## src/rtl/noc_sink_ep.sv

```systemverilog
// Receive-side NoC endpoint: per-VC flit FIFOs drained round-robin into a
// ready/valid output register, with credit return and delivery statistics.

module noc_sink_vc_fifo #(
  parameter int DEPTH = 4,
  parameter int W     = 8
) (
  input  logic         clk,
  input  logic         rst,
  input  logic         push,
  input  logic         pop,
  input  logic [W-1:0] wdata,
  output logic [W-1:0] rdata,
  output logic         full,
  output logic         empty
);
  localparam int PW = (DEPTH > 1) ? $clog2(DEPTH) : 1;
  localparam int CW = $clog2(DEPTH + 1);

  logic [W-1:0]  mem [DEPTH];
  logic [PW-1:0] wr_ptr, rd_ptr;
  logic [CW-1:0] cnt;

  function automatic logic [PW-1:0] inc(input logic [PW-1:0] p);
    return (int'(p) == DEPTH - 1) ? '0 : p + PW'(1);
  endfunction

  assign rdata = mem[rd_ptr];
  assign full  = (cnt == CW'(DEPTH));
  assign empty = (cnt == '0);

  // Storage needs no reset: cnt alone decides what is valid.
  always_ff @(posedge clk)
    if (push) mem[wr_ptr] <= wdata;

  always_ff @(posedge clk or posedge rst)
    if (rst) begin
      wr_ptr <= '0;
      rd_ptr <= '0;
      cnt    <= '0;
    end else begin
      if (push) wr_ptr <= inc(wr_ptr);
      if (pop)  rd_ptr <= inc(rd_ptr);
      case ({push, pop})
        2'b10:   cnt <= cnt + CW'(1);
        2'b01:   cnt <= cnt - CW'(1);
        default: cnt <= cnt;
      endcase
    end
endmodule

module noc_sink_ep #(
  parameter int NUM_VCS         = 2,
  parameter int FLIT_DATA_WIDTH = 32,
  parameter int DEST_BITS       = 4,
  parameter int BUF_DEPTH       = 4,
  parameter int MY_ID           = 10,
  parameter int VC_BITS         = (NUM_VCS > 1) ? $clog2(NUM_VCS) : 1,
  parameter int FW              = 2 + DEST_BITS + VC_BITS + FLIT_DATA_WIDTH
) (
  input  logic                       clk,
  input  logic                       rst,
  input  logic                       en,
  input  logic [FW-1:0]              flit_in,
  output logic [VC_BITS:0]           credit_out,
  output logic                       out_valid,
  input  logic                       out_ready,
  output logic [FLIT_DATA_WIDTH-1:0] out_data,
  output logic [VC_BITS-1:0]         out_vc,
  output logic [DEST_BITS-1:0]       out_dest,
  output logic                       out_tail,
  output logic [15:0]                flit_count,
  output logic [15:0]                pkt_count,
  output logic [2:0]                 err_flags
);
  typedef struct packed {
    logic                       valid;
    logic                       tail;
    logic [DEST_BITS-1:0]       dest;
    logic [VC_BITS-1:0]         vc;
    logic [FLIT_DATA_WIDTH-1:0] data;
  } flit_t;

  typedef struct packed {
    logic                       tail;
    logic [DEST_BITS-1:0]       dest;
    logic [FLIT_DATA_WIDTH-1:0] data;
  } entry_t;

  localparam int EW = $bits(entry_t);

  flit_t                  fin;
  entry_t                 wentry, sel_entry;
  entry_t [NUM_VCS-1:0]   heads;
  logic   [NUM_VCS-1:0]   push, pop, full, empty;
  logic   [VC_BITS-1:0]   rr_last, sel;
  logic                   found, load, overflow, bad_vc, misroute, accept;

  assign fin    = flit_in;
  assign wentry = '{tail: fin.tail, dest: fin.dest, data: fin.data};

  for (genvar v = 0; v < NUM_VCS; v++) begin : g_vc
    noc_sink_vc_fifo #(.DEPTH(BUF_DEPTH), .W(EW)) u_fifo (
      .clk   (clk),
      .rst   (rst),
      .push  (push[v]),
      .pop   (pop[v]),
      .wdata (wentry),
      .rdata (heads[v]),
      .full  (full[v]),
      .empty (empty[v])
    );
  end

  // Enqueue runs independently of en; a full FIFO popped this cycle still takes the write.
  always_comb begin
    push     = '0;
    overflow = 1'b0;
    for (int v = 0; v < NUM_VCS; v++)
      if (fin.valid && int'(fin.vc) == v) begin
        if (full[v] && !pop[v]) overflow = 1'b1;
        else                    push[v]  = 1'b1;
      end
  end

  assign bad_vc   = fin.valid && (int'(fin.vc) >= NUM_VCS);
  assign misroute = (|push) && (fin.dest != DEST_BITS'(MY_ID));

  // Round-robin: first non-empty VC after the one served last.
  always_comb begin
    found = 1'b0;
    sel   = rr_last;
    for (int k = 1; k <= NUM_VCS; k++)
      for (int v = 0; v < NUM_VCS; v++)
        if (!found && !empty[v] && v == (int'(rr_last) + k) % NUM_VCS) begin
          found = 1'b1;
          sel   = VC_BITS'(v);
        end
  end

  assign load   = en && (!out_valid || out_ready) && found;
  assign accept = out_valid && out_ready;

  always_comb begin
    pop       = '0;
    sel_entry = '0;
    for (int v = 0; v < NUM_VCS; v++)
      if (load && int'(sel) == v) begin
        pop[v]    = 1'b1;
        sel_entry = heads[v];
      end
  end

  always_ff @(posedge clk or posedge rst)
    if (rst) begin
      out_valid  <= 1'b0;
      out_data   <= '0;
      out_vc     <= '0;
      out_dest   <= '0;
      out_tail   <= 1'b0;
      credit_out <= '0;
      rr_last    <= VC_BITS'(NUM_VCS - 1);
      flit_count <= '0;
      pkt_count  <= '0;
      err_flags  <= '0;
    end else begin
      credit_out <= load ? {1'b1, sel} : '0;
      if (load) begin
        out_valid <= 1'b1;
        out_data  <= sel_entry.data;
        out_vc    <= sel;
        out_dest  <= sel_entry.dest;
        out_tail  <= sel_entry.tail;
        rr_last   <= sel;
      end else if (out_ready) begin
        out_valid <= 1'b0;
      end
      if (accept) begin
        flit_count <= flit_count + 16'd1;
        if (out_tail) pkt_count <= pkt_count + 16'd1;
      end
      err_flags <= err_flags | {bad_vc, misroute, overflow};
    end
endmodule

```

## config.mk

```make
export PLATFORM = sky130hd
export DESIGN_NAME = noc_sink_ep
export DESIGN_NICKNAME = d
export VERILOG_FILES = /design/src/rtl/noc_sink_ep.sv
export SDC_FILE = /design/constraint.sdc
export NUM_CORES = 1
export LEC_CHECK = 0
export CORE_ASPECT_RATIO = 0.9
export CORE_MARGIN = 1.5
export CORE_UTILIZATION = 52
export CTS_CLUSTER_SIZE = 8
export DETAILED_ROUTE_END_ITERATION = 7
export GPL_TIMING_DRIVEN = 0
export PLACE_DENSITY = 0.77
export SLEW_MARGIN = 5
export SYNTH_ARGS = -nofsm -noshare
export SYNTH_HDL_FRONTEND = slang
export SYNTH_HIERARCHICAL = 1
export SYNTH_SLANG_ARGS = --single-unit
```

## constraint.sdc

```tcl
create_clock -name clk -period 2.57 [get_ports clk]
set_input_delay 0.514 -clock clk [delete_from_list [all_inputs] [get_ports clk]]
set_output_delay 0.514 -clock clk [all_outputs]
set_load 0.05 [all_outputs]
```

Word-level counts from Yosys, hierarchy flattened
Memory sizes are Yosys's and may differ from the RTL's.
Index checks and enable logic that the tools add are counted.
W data, S select, Z words.
{ "word_totals": {"reg_bits": 91, "latch_bits": 0, "ramBits": 296, "mem_bits_ro": 0, "inputBits": 43, "output_inout_bits": 76, "word_cells": 116, "mem_count": 2} }
{ "op_classes": {"addsub": 12, "mul": 0, "n_div": 0, "order_cmp": 0, "n_eq_ne": 13, "shift": 0, "n_mux": 33, "bitwise": 5, "n_reduce_logical": 35} }
{ "mem_list": {"columns": ["name", "depth", "word_bits", "read_ports", "rd_clocked_by_memory_dff", "wr", "line_no", "rtl"], "rows": [
  ["g_vc[0].u_fifo.mem", 4, 37, 1, 0, 1, "20", "logic [W-1:0] mem [DEPTH];"],
  ["g_vc[1].u_fifo.mem", 4, 37, 1, 0, 1, "20", null]
]} }
{ "op_table": {"columns": ["op", "count"], "rows": [
  ["$mux W37", 2],
  ["$logic_not A32 Y1", 2],
  ["$add A16 B1 Y16 const B", 2],
  ["$mux W1", 24],
  ["$logic_and A1 B1 Y1", 17],
  ["$eq A2 B1 Y1 const B", 6],
  ["$pmux W3 S2", 2],
  ["$mux W2", 5],
  ["$add A2 B1 Y2 const B", 4],
  ["$logic_not A1 Y1", 8],
  ["$add A3 B1 Y3 const B", 2],
  ["$eq A3 B3 Y1 const B", 2],
  ["$logic_not A3 Y1", 2],
  ["$reduce_bool A2 Y1", 3],
  ["$sub A3 B1 Y3 const B", 2],
  ["$eq A2 B2 Y1 const A", 2],
  ["$eq A2 B2 Y1 const B", 2],
  ["$ne A4 B4 Y1 const B", 1],
  ["$or A3 B2 Y3", 1],
  ["$add A1 B1 Y1 const B", 2],
  ["$and A1 B1 Y1 const A", 2],
  ["$not A1 Y1", 2],
  ["$reduce_and A2 Y1", 1],
  ["$reduce_or A2 Y1", 1],
  ["$logic_or A1 B1 Y1", 1]
]} }

Logic depth before layout (Yosys ltp)
Gate-level depths: netlist of the first run.
{ "logic_depth": {"depth_word": 27, "ltp_mapped": 12, "mapped_depth_nobuf": 12} }

Hierarchy
Netlist of the first run, hierarchy kept.
{ "modules_own_cells": {"columns": ["mod", "instances", "cells_per_inst", "area_per_inst_um2", "seq_area_each_um2"], "rows": [
  ["noc_sink_vc_fifo", 2, 232, 5775.5, 4619.4],
  ["noc_sink_ep", 1, 273, 3218.1, 1903.1]
]} }

Worst setup path after synthesis of the first run
No wires, ideal clock.
{ "synth_timing": {"kind": "register to register", "start": "reg out_valid", "end": "mem g_vc[0].u_fifo/mem[0][0] (netlist name), enable pin", "setup_time_ns": 0.398, "t_arrival_ns": 2.477, "required_ns": 2.172, "path_slack_ns": -0.305, "path_stages_with_launch": 6, "n_path_buf": 1, "period_less_slack_ns": 2.875, "cell_sequence": "dfrtp_1 nand2b_1 o2111a_1 buf_2 o211a_1 and2_1"} }
{ "synth_between": {"elab_chain_len": 12} }
{ "synth_lines": {"columns": ["item", "line_no", "rtl"], "rows": [
  ["from (decl)", "66", "output logic out_valid,"],
  ["from (signal assigned)", "156", "out_valid <= 1'b0;"],
  ["from (signal assigned)", "169", "out_valid <= 1'b1;"],
  ["from (signal assigned)", "176", "out_valid <= 1'b0;"],
  ["$logic_not A1 Y1", "141", "assign load = en && (!out_valid || out_ready) && found;"],
  ["$logic_or A1 B1 Y1", "141", null],
  ["$logic_and A1 B1 Y1 (2 in series)", "141", null],
  ["$logic_and A1 B1 Y1", "148", "if (load && int'(sel) == v) begin"],
  ["$mux W1", "148", null],
  ["via pop[0]", "95", "logic [NUM_VCS-1:0] push, pop, full, empty;"],
  ["$logic_not A1 Y1", "121", "if (full[v] && !pop[v]) overflow = 1'b1;"],
  ["$logic_and A1 B1 Y1", "121", null],
  ["$mux W1", "121", null],
  ["$mux W1", "120", "if (fin.valid && int'(fin.vc) == v) begin"],
  ["via push[0]", "95", null],
  ["$mux W1", "34", "if (push) mem[wr_ptr] <= wdata;"],
  ["$mux W1 (implied by the code)", "34", null],
  ["to (decl)", "20", null]
]} }
The timed path passes the listed nets, and every way through them passes these cells.

Final worst setup path of the first run
{ "layout_timing": {"start": "reg g_vc[0].u_fifo.cnt[0]", "end": "reg g_vc[0].u_fifo.cnt[2]"} }
{ "layout_between": {"elab_chain_len": 25, "elab_cells_between_ends": 35, "classes_between": "add/sub: 2; eq/ne: 3; mux: 12; bitwise: 1; reduce/logical: 17"} }
{ "layout_lines": {"columns": ["item", "line_no", "rtl"], "rows": [
  ["from (decl)", "22", "logic [CW-1:0] cnt;"],
  ["from (signal assigned)", "45", "2'b10: cnt <= cnt + CW'(1);"],
  ["from (signal assigned)", "46", "2'b01: cnt <= cnt - CW'(1);"],
  ["from (signal assigned)", "47", "default: cnt <= cnt;"],
  ["$logic_not A3 Y1 (*)", "30", "assign empty = (cnt == '0);"],
  ["via empty[0]", "95", null],
  ["$logic_not A1 Y1 (*)", "135", "if (!found && !empty[v] && v == (int'(rr_last) + k) % NUM_VCS) begin"],
  ["$logic_and A1 B1 Y1", "135", null],
  ["$mux W1", "135", null],
  ["$logic_not A1 Y1", "135", null],
  ["$logic_and A1 B1 Y1 (2 in series)", "135", null],
  ["$mux W1", "135", null],
  ["[11 not listed]", null, null],
  ["via pop[0]", "95", null],
  ["$logic_not A1 Y1 (*)", "121", null],
  ["$logic_and A1 B1 Y1 (*)", "121", null],
  ["$mux W1 (*)", "121", null],
  ["$mux W1 (*)", "120", null],
  ["via push[0]", "95", null],
  ["$eq A2 B1 Y1 or $eq A2 B2 Y1 (tied branches)", "44", "case ({push, pop})"],
  ["$pmux W3 S2 or $reduce_bool A2 Y1 (tied branches)", null, null]
]} }
The timed path passes the listed nets; every way through them passes the cells marked *.
A chain may end at the register's enable or synchronous reset.

==> results of run 1 <==
==> cell usage after synthesis, types with 3 or more instances <==
library cell / instances / area [µm²]
sky130_fd_sc_hd__a222oi_1: 37 / 370.4
sky130_fd_sc_hd__and2_1: 8 / 50.05
sky130_fd_sc_hd__and3_1: 10 / 62.56
sky130_fd_sc_hd__buf_12: 4 / 80.08
sky130_fd_sc_hd__buf_2: 18 / 90.09
sky130_fd_sc_hd__buf_4: 3 / 22.52
sky130_fd_sc_hd__buf_6: 4 / 45.04
sky130_fd_sc_hd__dfrtp_1: 89 / 2227
sky130_fd_sc_hd__edfxtp_1: 296 / 8889
sky130_fd_sc_hd__ha_1: 14 / 175.2
sky130_fd_sc_hd__inv_1: 61 / 229.0
sky130_fd_sc_hd__mux2_2: 4 / 45.04
sky130_fd_sc_hd__mux2i_1: 4 / 40.04
sky130_fd_sc_hd__mux4_2: 74 / 1667
sky130_fd_sc_hd__nand2_1: 16 / 60.06
sky130_fd_sc_hd__nand2b_1: 4 / 25.02
sky130_fd_sc_hd__nand3_1: 14 / 70.07
sky130_fd_sc_hd__nand4_1: 6 / 37.54
sky130_fd_sc_hd__nor2_1: 7 / 26.28
sky130_fd_sc_hd__o21ai_0: 4 / 20.02
sky130_fd_sc_hd__xnor2_1: 26 / 227.7
sky130_fd_sc_hd__xor2_1: 10 / 87.58
==> layout by cell type (no fill, tap or decap), types with 2 or more instances in the layout <==
cell type	synthesis	routed
sky130_fd_sc_hd__edfxtp_1	296	296
sky130_fd_sc_hd__clkdlybuf4s50_1	0	116
sky130_fd_sc_hd__dfrtp_1	89	87
sky130_fd_sc_hd__mux4_2	74	74
sky130_fd_sc_hd__inv_1	61	58
sky130_fd_sc_hd__clkbuf_16	0	54
sky130_fd_sc_hd__clkbuf_1	2	43
sky130_fd_sc_hd__a222oi_1	37	37
sky130_fd_sc_hd__xnor2_1	26	26
sky130_fd_sc_hd__nand2_1	16	16
sky130_fd_sc_hd__buf_2	18	16
sky130_fd_sc_hd__buf_4	3	15
sky130_fd_sc_hd__nand3_1	14	14
sky130_fd_sc_hd__ha_1	14	13
sky130_fd_sc_hd__xor2_1	10	10
sky130_fd_sc_hd__and3_1	10	9
sky130_fd_sc_hd__and2_4	0	8
sky130_fd_sc_hd__nor2_1	7	7
sky130_fd_sc_hd__nand4_1	6	6
sky130_fd_sc_hd__buf_12	4	5
sky130_fd_sc_hd__buf_6	4	4
sky130_fd_sc_hd__mux2_2	4	4
sky130_fd_sc_hd__mux2i_1	4	4
sky130_fd_sc_hd__o21ai_0	4	4
sky130_fd_sc_hd__nand2b_1	4	3
sky130_fd_sc_hd__nor4_2	2	2
sky130_fd_sc_hd__o2111a_2	0	2
sky130_fd_sc_hd__inv_4	0	2
sky130_fd_sc_hd__and4_1	2	2
sky130_fd_sc_hd__a21oi_1	2	2
sky130_fd_sc_hd__or3_1	2	2
sky130_fd_sc_hd__nor3_4	0	2
sky130_fd_sc_hd__dfrtp_2	0	2
==> area by class of cell <==
class                      instances  area [µm²]  share of cell area [%]
sequential                       386       11140                   61.37
clock inverter                     3       45.04                  0.2480
buffer                            31       262.8                   1.447
inverter                          61       234.0                   1.288
tap                              360       450.4                   2.480
clock buffer                      95        1505                   8.289
multi-input combinational        259        3228                   17.78
timing repair buffer             130        1287                   7.090
antenna                            1       2.502                 0.01378
==> power by group through the flow <==
stage	logic (mW)	clock network (mW)	registers, mW
finish	6.53	6.42	8.35
global route	6.93	6.79	8.44
CTS	6.44	6.53	8.35
detailed placement	6.33	0	8.43
global placement	6.19	0	8.40
floorplan	3.14	0	9.58
==> metal layers <==
metal  up-vias  GRT usage, %
met5         -         1.000
met4         0         7.525
met3        72         3.801
met2       350         36.45
met1      3975         29.62
li1       3325             -
==> repair_timing <==
item | CTS | global route
buffers inserted | 2 | 10
setup endpoints to repair | 302 | 2
pin swaps | 2 | 5
resized for setup | 21 | 10
==> logic make-up after synthesis <==
logic type	synth area share, %
AO/OA/AOI/OAI	3.143
XOR/XNOR	2.135
adder cells (fa/ha/maj)	1.457
buffers and inverters	3.211
flip-flops	75.44
multiplexers	11.86
other	0.02539
AND/OR/NAND/NOR	2.728
==> flip-flops by register name, indices dropped and copies added (netlist names), 2 cells and up <==
register / count
g_vc.u_fifo/mem: 296
out_data: 32
flit_count: 16
pkt_count: 16
g_vc.u_fifo/cnt: 6
g_vc.u_fifo/rd_ptr: 4
g_vc.u_fifo/wr_ptr: 4
out_dest: 4
credit_out: 2
err_flags: 2
==> metrics by stage <==
stage / hold WS [ns] / setup TNS (ns) / worst slack (ns) / total power [mW] / utilization, %
final: 0.3702 / -0.03568 / -0.03568 / 21.30 / 65.00
after global routing: 0.3901 / -0.1248 / -0.1248 / 22.16 / 64.99
after CTS: 0.3547 / 0 / 0.005770 / 21.33 / 64.61
after detailed placement: 0.4549 / -369.24 / -1.473 / 14.76 / 58.81
after global placement: 0.4430 / -493.80 / -2.031 / 14.58 / 58.71
after floorplan: 0.3174 / -0.05098 / -0.05098 / 12.72 / -
==> worst reg2reg max path, stage by stage, from the launching register on <==
cell and delay, ns:
sky130_fd_sc_hd__dfrtp_2 0.43, sky130_fd_sc_hd__nor3_4 0.24, sky130_fd_sc_hd__inv_1 0.08, sky130_fd_sc_hd__o2111a_2 0.20, sky130_fd_sc_hd__buf_12 0.14, sky130_fd_sc_hd__o211a_4 0.27
sky130_fd_sc_hd__inv_4 0.07, sky130_fd_sc_hd__ha_4 0.14, sky130_fd_sc_hd__inv_2 0.04, sky130_fd_sc_hd__fa_2 0.34, sky130_fd_sc_hd__xor2_1 0.16, sky130_fd_sc_hd__nor2_1 0.21
sky130_fd_sc_hd__xor2_1 0.20
==> path summary, 6_finish.rpt <==
check | startpoint | to | slack [ns]
max reg2reg | g_vc[0].u_fifo/cnt[0]$_DFFE_PP0P_ | g_vc[0].u_fifo/cnt[2]$_DFFE_PP0P_ | -0.04
min in group clk | err_flags[0]$_DFF_PP0_ | err_flags[0]$_DFF_PP0_ | 0.47
min | rst | g_vc[1].u_fifo/wr_ptr[1]$_DFFE_PP0P_ | 0.37
max in group asynchronous | rst | out_valid$_DFFE_PP0P_ | 1.42
min reg2reg | err_flags[0]$_DFF_PP0_ | err_flags[0]$_DFF_PP0_ | 0.47
max | g_vc[0].u_fifo/cnt[0]$_DFFE_PP0P_ | g_vc[0].u_fifo/cnt[2]$_DFFE_PP0P_ | -0.04
==> run metrics, run 1 <==
vias after detailed routing 7722; CP most frequent cell sky130_fd_sc_hd__xor2_1; Internal 14.47 mW; via count of the first global-routing pass 8026; Pre-antenna DRT Iters 6; switching share of total power 32.07%; max-slew violation total from the final report 0; overall die width 180.6 µm; total DRC errors in the routed layout 0; fin area 18160 µm²; result of the run complete, but fails checks; final global-route overflow total 0; Critical Setup Path Class reg2reg; count of endpoints failing setup in the final report 1; CP Data Arrival Time 3.07 ns; power share of the combinational group 30.7%; cell area after synthesis 14770 µm²; clock latency at the later pin of the worst-skew pair 0.57 ns; Pleak 6.602 nW; Warnings, synthesis 6; Post-DP Area 16430 µm²; count of boundary I/O pins 119; routed wire length 31.29 mm; crit path setup slack, layout -0.03568 ns; maximum clock frequency 0.3838 GHz; clock tree from TritonCTS done; pin count of the biggest net entering global routing 46; worst vdd ir 0.0008363 V; Unique masters post-synth 38; met2 WL 15.52 mm; CTS Buffer Depth 3; sequential-to-total area share from yosys stat 75.44%; clock skew after layout 0.02208 ns; Max Cap Viol 0; Routability Congestion 0.7886; measured slew at the worst slew-check pin 0.7853 ns; failing checks setup timing; dpl cells 1215; detailed router's first-iteration violation count 794; fraction of layout cells with a size suffix above 1 21.04%; Synth Register Bits 386; antenna violations before repair 1; required time at the endpoint of the critical path 3.04 ns; GRT Resource Usage Total 21.92%; post-detailed-route wirelength per cell 23.60 µm; mean number of vias per cell 5.824; share of synthesized flip-flops with an asynchronous set or reset 23.32%; synthesized area per cell 20.04 µm²; portion of total power attributed to sequential cells 39.2%; DRT met1 WL 12.67 mm; Slew HR 47.64%; Gate Count Post-Synth 737; wire length of the first global-routing pass 47.48 mm; Hold Violations, Final 0; routed wire length on met3 2.329 mm; kind of end point of the critical path flop; ys flop type sky130_fd_sc_hd__edfxtp_1; longest individual stage delay on the worst path 0.43 ns; PortBufs 117; path category of the worst min-delay check in2async; number of gates on the worst path with buffers counted 12; CTS sink count 386; critical path startpoint category flop; power dissipated by switching net loads 6.831 mW; hpwl dp 16.94 mm; Worst path top cell family by delay adder cells; power per standard cell area 1173 nW/µm²; initial core utilization 52.86%; vertical die dimension 162.9 µm; crit path cell chain nor3_4 > inv_1 > o2111a_2 > buf_12 > o211a_4 > inv_4 > ha_4 > inv_2 > fa_2 > xor2_1 > nor2_1 > xor2_1; post-synth net total 796; standard-cell row count 58; area growth from synthesis to final layout 22.96%; worst-path cell with the longest stage delay sky130_fd_sc_hd__dfrtp_2; cells on worst reg2reg path 12; Final Instance Count excl. Fillers 1326; number of buffers added by the clock tree synthesis step 54; final worst path period share 101.4%; root buffer cell sky130_fd_sc_hd__clkbuf_16; # H-tree levels 2; count of antenna-violating nets left after detailed routing 0; die area 29420 µm²; number of enable flip-flop cells after synthesis 296; clk slew on worst S/H paths 0.05 ns; Min Clock Period, post-route 2.606 ns; total core area 27940 µm²; Buffers & Inverters on Critical Path 4; crit path max fanout 5; net total in the final layout 982; top metal layer carrying routed signals met4; Hold-fix buffers, CTS 0; relative contribution of the clock network to total power 30.1%; filler cell count 1787
Note: power is estimated with default switching activity, not from simulation.
==> run 2, diff against run 1 <==
GPL_ROUTABILITY_DRIVEN = 1   (was default)
MAX_ROUTING_LAYER = met4   (was default)
==> run metrics, run 2 (synthesized netlist as in run 1, its figures left out) <==
result of the run complete, but fails checks; failing checks setup timing; crit path max fanout 5; critical path startpoint category flop; CP most frequent cell sky130_fd_sc_hd__xor2_1; path category of the worst min-delay check in2async; Multi-input gate area 3228 µm²; Min Clock Period, post-route 2.619 ns; portion of total power attributed to sequential cells 39.2%; root buffer cell sky130_fd_sc_hd__clkbuf_16; most common library cell in the layout ignoring fill and taps sky130_fd_sc_hd__edfxtp_1; Final Instance Count excl. Fillers 1326; die area 29420 µm²; Pleak 6.602 nW; crit path setup slack, layout -0.04925 ns; total DRC errors in the routed layout 0; kind of end point of the critical path flop; fin area 18160 µm²; Worst path top cell family by delay adder cells; dpl cells 1215; power per standard cell area 1173 nW/µm²; # H-tree levels 2; CP Data Arrival Time 3.09 ns; GRT Resource Usage Total 22.64%; standard-cell row count 58; crit path cell chain nor3_4 > inv_1 > o2111a_2 > buf_12 > o211a_4 > inv_4 > ha_4 > inv_2 > fa_2 > xor2_1 > nor2_1 > xor2_1; worst-path cell with the longest stage delay sky130_fd_sc_hd__dfrtp_2; area growth from synthesis to final layout 22.96%; commonest cells after routing, fill and taps aside sky130_fd_sc_hd__edfxtp_1, sky130_fd_sc_hd__clkdlybuf4s50_1, sky130_fd_sc_hd__dfrtp_1; CTS sink count 386; Pre-antenna DRT Iters 5; wire length of the first global-routing pass 47.53 mm; count of endpoints failing setup in the final report 1; total core area 27940 µm²; longest individual stage delay on the worst path 0.43 ns; final worst path period share 101.9%; fraction of layout cells with a size suffix above 1 21.04%; final global-route overflow total 0; hpwl dp 16.94 mm; initial core utilization 52.86%; routed wire length 31.23 mm; total design power 21.30 mW; Place WS -1.473 ns; storage element area 11140 µm²; clk slew on worst S/H paths 0.05 ns; maximum clock frequency 0.3818 GHz; Internal 14.47 mW; clock skew after layout 0.02183 ns; count of antenna-violating nets left after detailed routing 0; overall die width 180.6 µm; measured slew at the worst slew-check pin 0.7916 ns; mean number of vias per cell 5.801; max-slew violation total from the final report 0; required time at the endpoint of the critical path 3.04 ns; number of buffers added by the clock tree synthesis step 54; count of boundary I/O pins 119; post-detailed-route wirelength per cell 23.55 µm; worst vdd ir 0.0008356 V; power share of the combinational group 30.6%; clock latency at the later pin of the worst-skew pair 0.57 ns; Routability Congestion 0.7996; Max Cap Viol 0; Hold Violations, Final 0; clock tree from TritonCTS done; top register by number of flip-flops g_vc.u_fifo/mem; Critical Setup Path Class reg2reg; Slew HR 47.23%; CTS Buffer Depth 3; PortBufs 117; detailed router's first-iteration violation count 898; power dissipated by switching net loads 6.832 mW; vias after detailed routing 7692; Hold-fix buffers, CTS 0; number of flip-flops under the largest register name 296; Buffers & Inverters on Critical Path 4; vertical die dimension 162.9 µm; via count of the first global-routing pass 8006; largest registers in the final layout g_vc.u_fifo/mem x296, out_data x32; pin count of the biggest net entering global routing 46; relative contribution of the clock network to total power 30.1%; filler cell count 1787; Post-DP Area 16430 µm²; switching share of total power 32.07%; antenna violations before repair 1; net total in the final layout 982
-- run 2: cell counts in the layout (fill, tap and decap cells not counted) --
Identical to the previous run, type by type.
-- run 2: timing repair --
| item | in CTS | in global routing |
|---|---|---|
| buffers inserted | 2 | 10 |
| setup endpoints to repair | 302 | 2 |
| pin swaps | 2 | 5 |
| gates resized for setup | 21 | 10 |
| cloned | 0 | 0 |
-- run 2: cell type report --
type / count / area share, %
Antenna cell: 1 / 0.01378
Clock inverter: 3 / 0.2480
Multi-Input combinational cell: 259 / 17.78
Tap cell: 360 / 2.480
Timing Repair Buffer: 130 / 7.090
Buffer: 31 / 1.447
Sequential cell: 386 / 61.37
Clock buffer: 95 / 8.289
Inverter: 61 / 1.288
-- run 2: final timing paths --
check	start	endpoint	slack, ns	cells past startpoint
worst max-delay path	g_vc[0].u_fifo/cnt[0]$_DFFE_PP0P_	g_vc[0].u_fifo/cnt[2]$_DFFE_PP0P_	-0.05	12
worst min-delay path	rst	g_vc[1].u_fifo/wr_ptr[1]$_DFFE_PP0P_	0.37	2
worst max register to register	g_vc[0].u_fifo/cnt[0]$_DFFE_PP0P_	g_vc[0].u_fifo/cnt[2]$_DFFE_PP0P_	-0.05	12
worst min register to register	err_flags[0]$_DFF_PP0_	err_flags[0]$_DFF_PP0_	0.47	1
max in group asynchronous	rst	out_valid$_DFFE_PP0P_	1.43	3
min in group clk	err_flags[0]$_DFF_PP0_	err_flags[0]$_DFF_PP0_	0.47	1
-- run 2: per-stage QoR --
step | setup TNS, ns | hold slack, ns | util (%)
4_1_cts | 0 | 0.3547 | 64.61
6_report | -0.04925 | 0.3703 | 65.00
3_5_place_dp | -369.24 | 0.4549 | 58.81
3_3_place_gp | -493.80 | 0.4430 | 58.71
5_1_grt | -0.1257 | 0.3901 | 65.00
2_1_floorplan | -0.05098 | 0.3174 | -
-- run 2: worst register-to-register path, stage by stage, from the launching register on --
cell and delay, ns:
sky130_fd_sc_hd__dfrtp_2 0.43, sky130_fd_sc_hd__nor3_4 0.24, sky130_fd_sc_hd__inv_1 0.08, sky130_fd_sc_hd__o2111a_2 0.20, sky130_fd_sc_hd__buf_12 0.14, sky130_fd_sc_hd__o211a_4 0.27
sky130_fd_sc_hd__inv_4 0.07, sky130_fd_sc_hd__ha_4 0.14, sky130_fd_sc_hd__inv_2 0.04, sky130_fd_sc_hd__fa_2 0.34, sky130_fd_sc_hd__xor2_1 0.16, sky130_fd_sc_hd__nor2_1 0.21
sky130_fd_sc_hd__xor2_1 0.21
-- run 2: layer usage --
metal  track usage (%)  routed length [µm]
met5                 -                   0
met4             7.410                 703
met3             3.690                2262
met2             36.49               15560
met1             29.91               12700
-- run 2: power groups by stage --
stage | logic [mW] | registers (mW) | clock network [mW]
5_1_grt | 6.93 | 8.44 | 6.79
6_report | 6.53 | 8.35 | 6.42
4_1_cts | 6.44 | 8.35 | 6.53
3_3_place_gp | 6.19 | 8.40 | 0
3_5_place_dp | 6.33 | 8.43 | 0
2_1_floorplan | 3.14 | 9.58 | 0
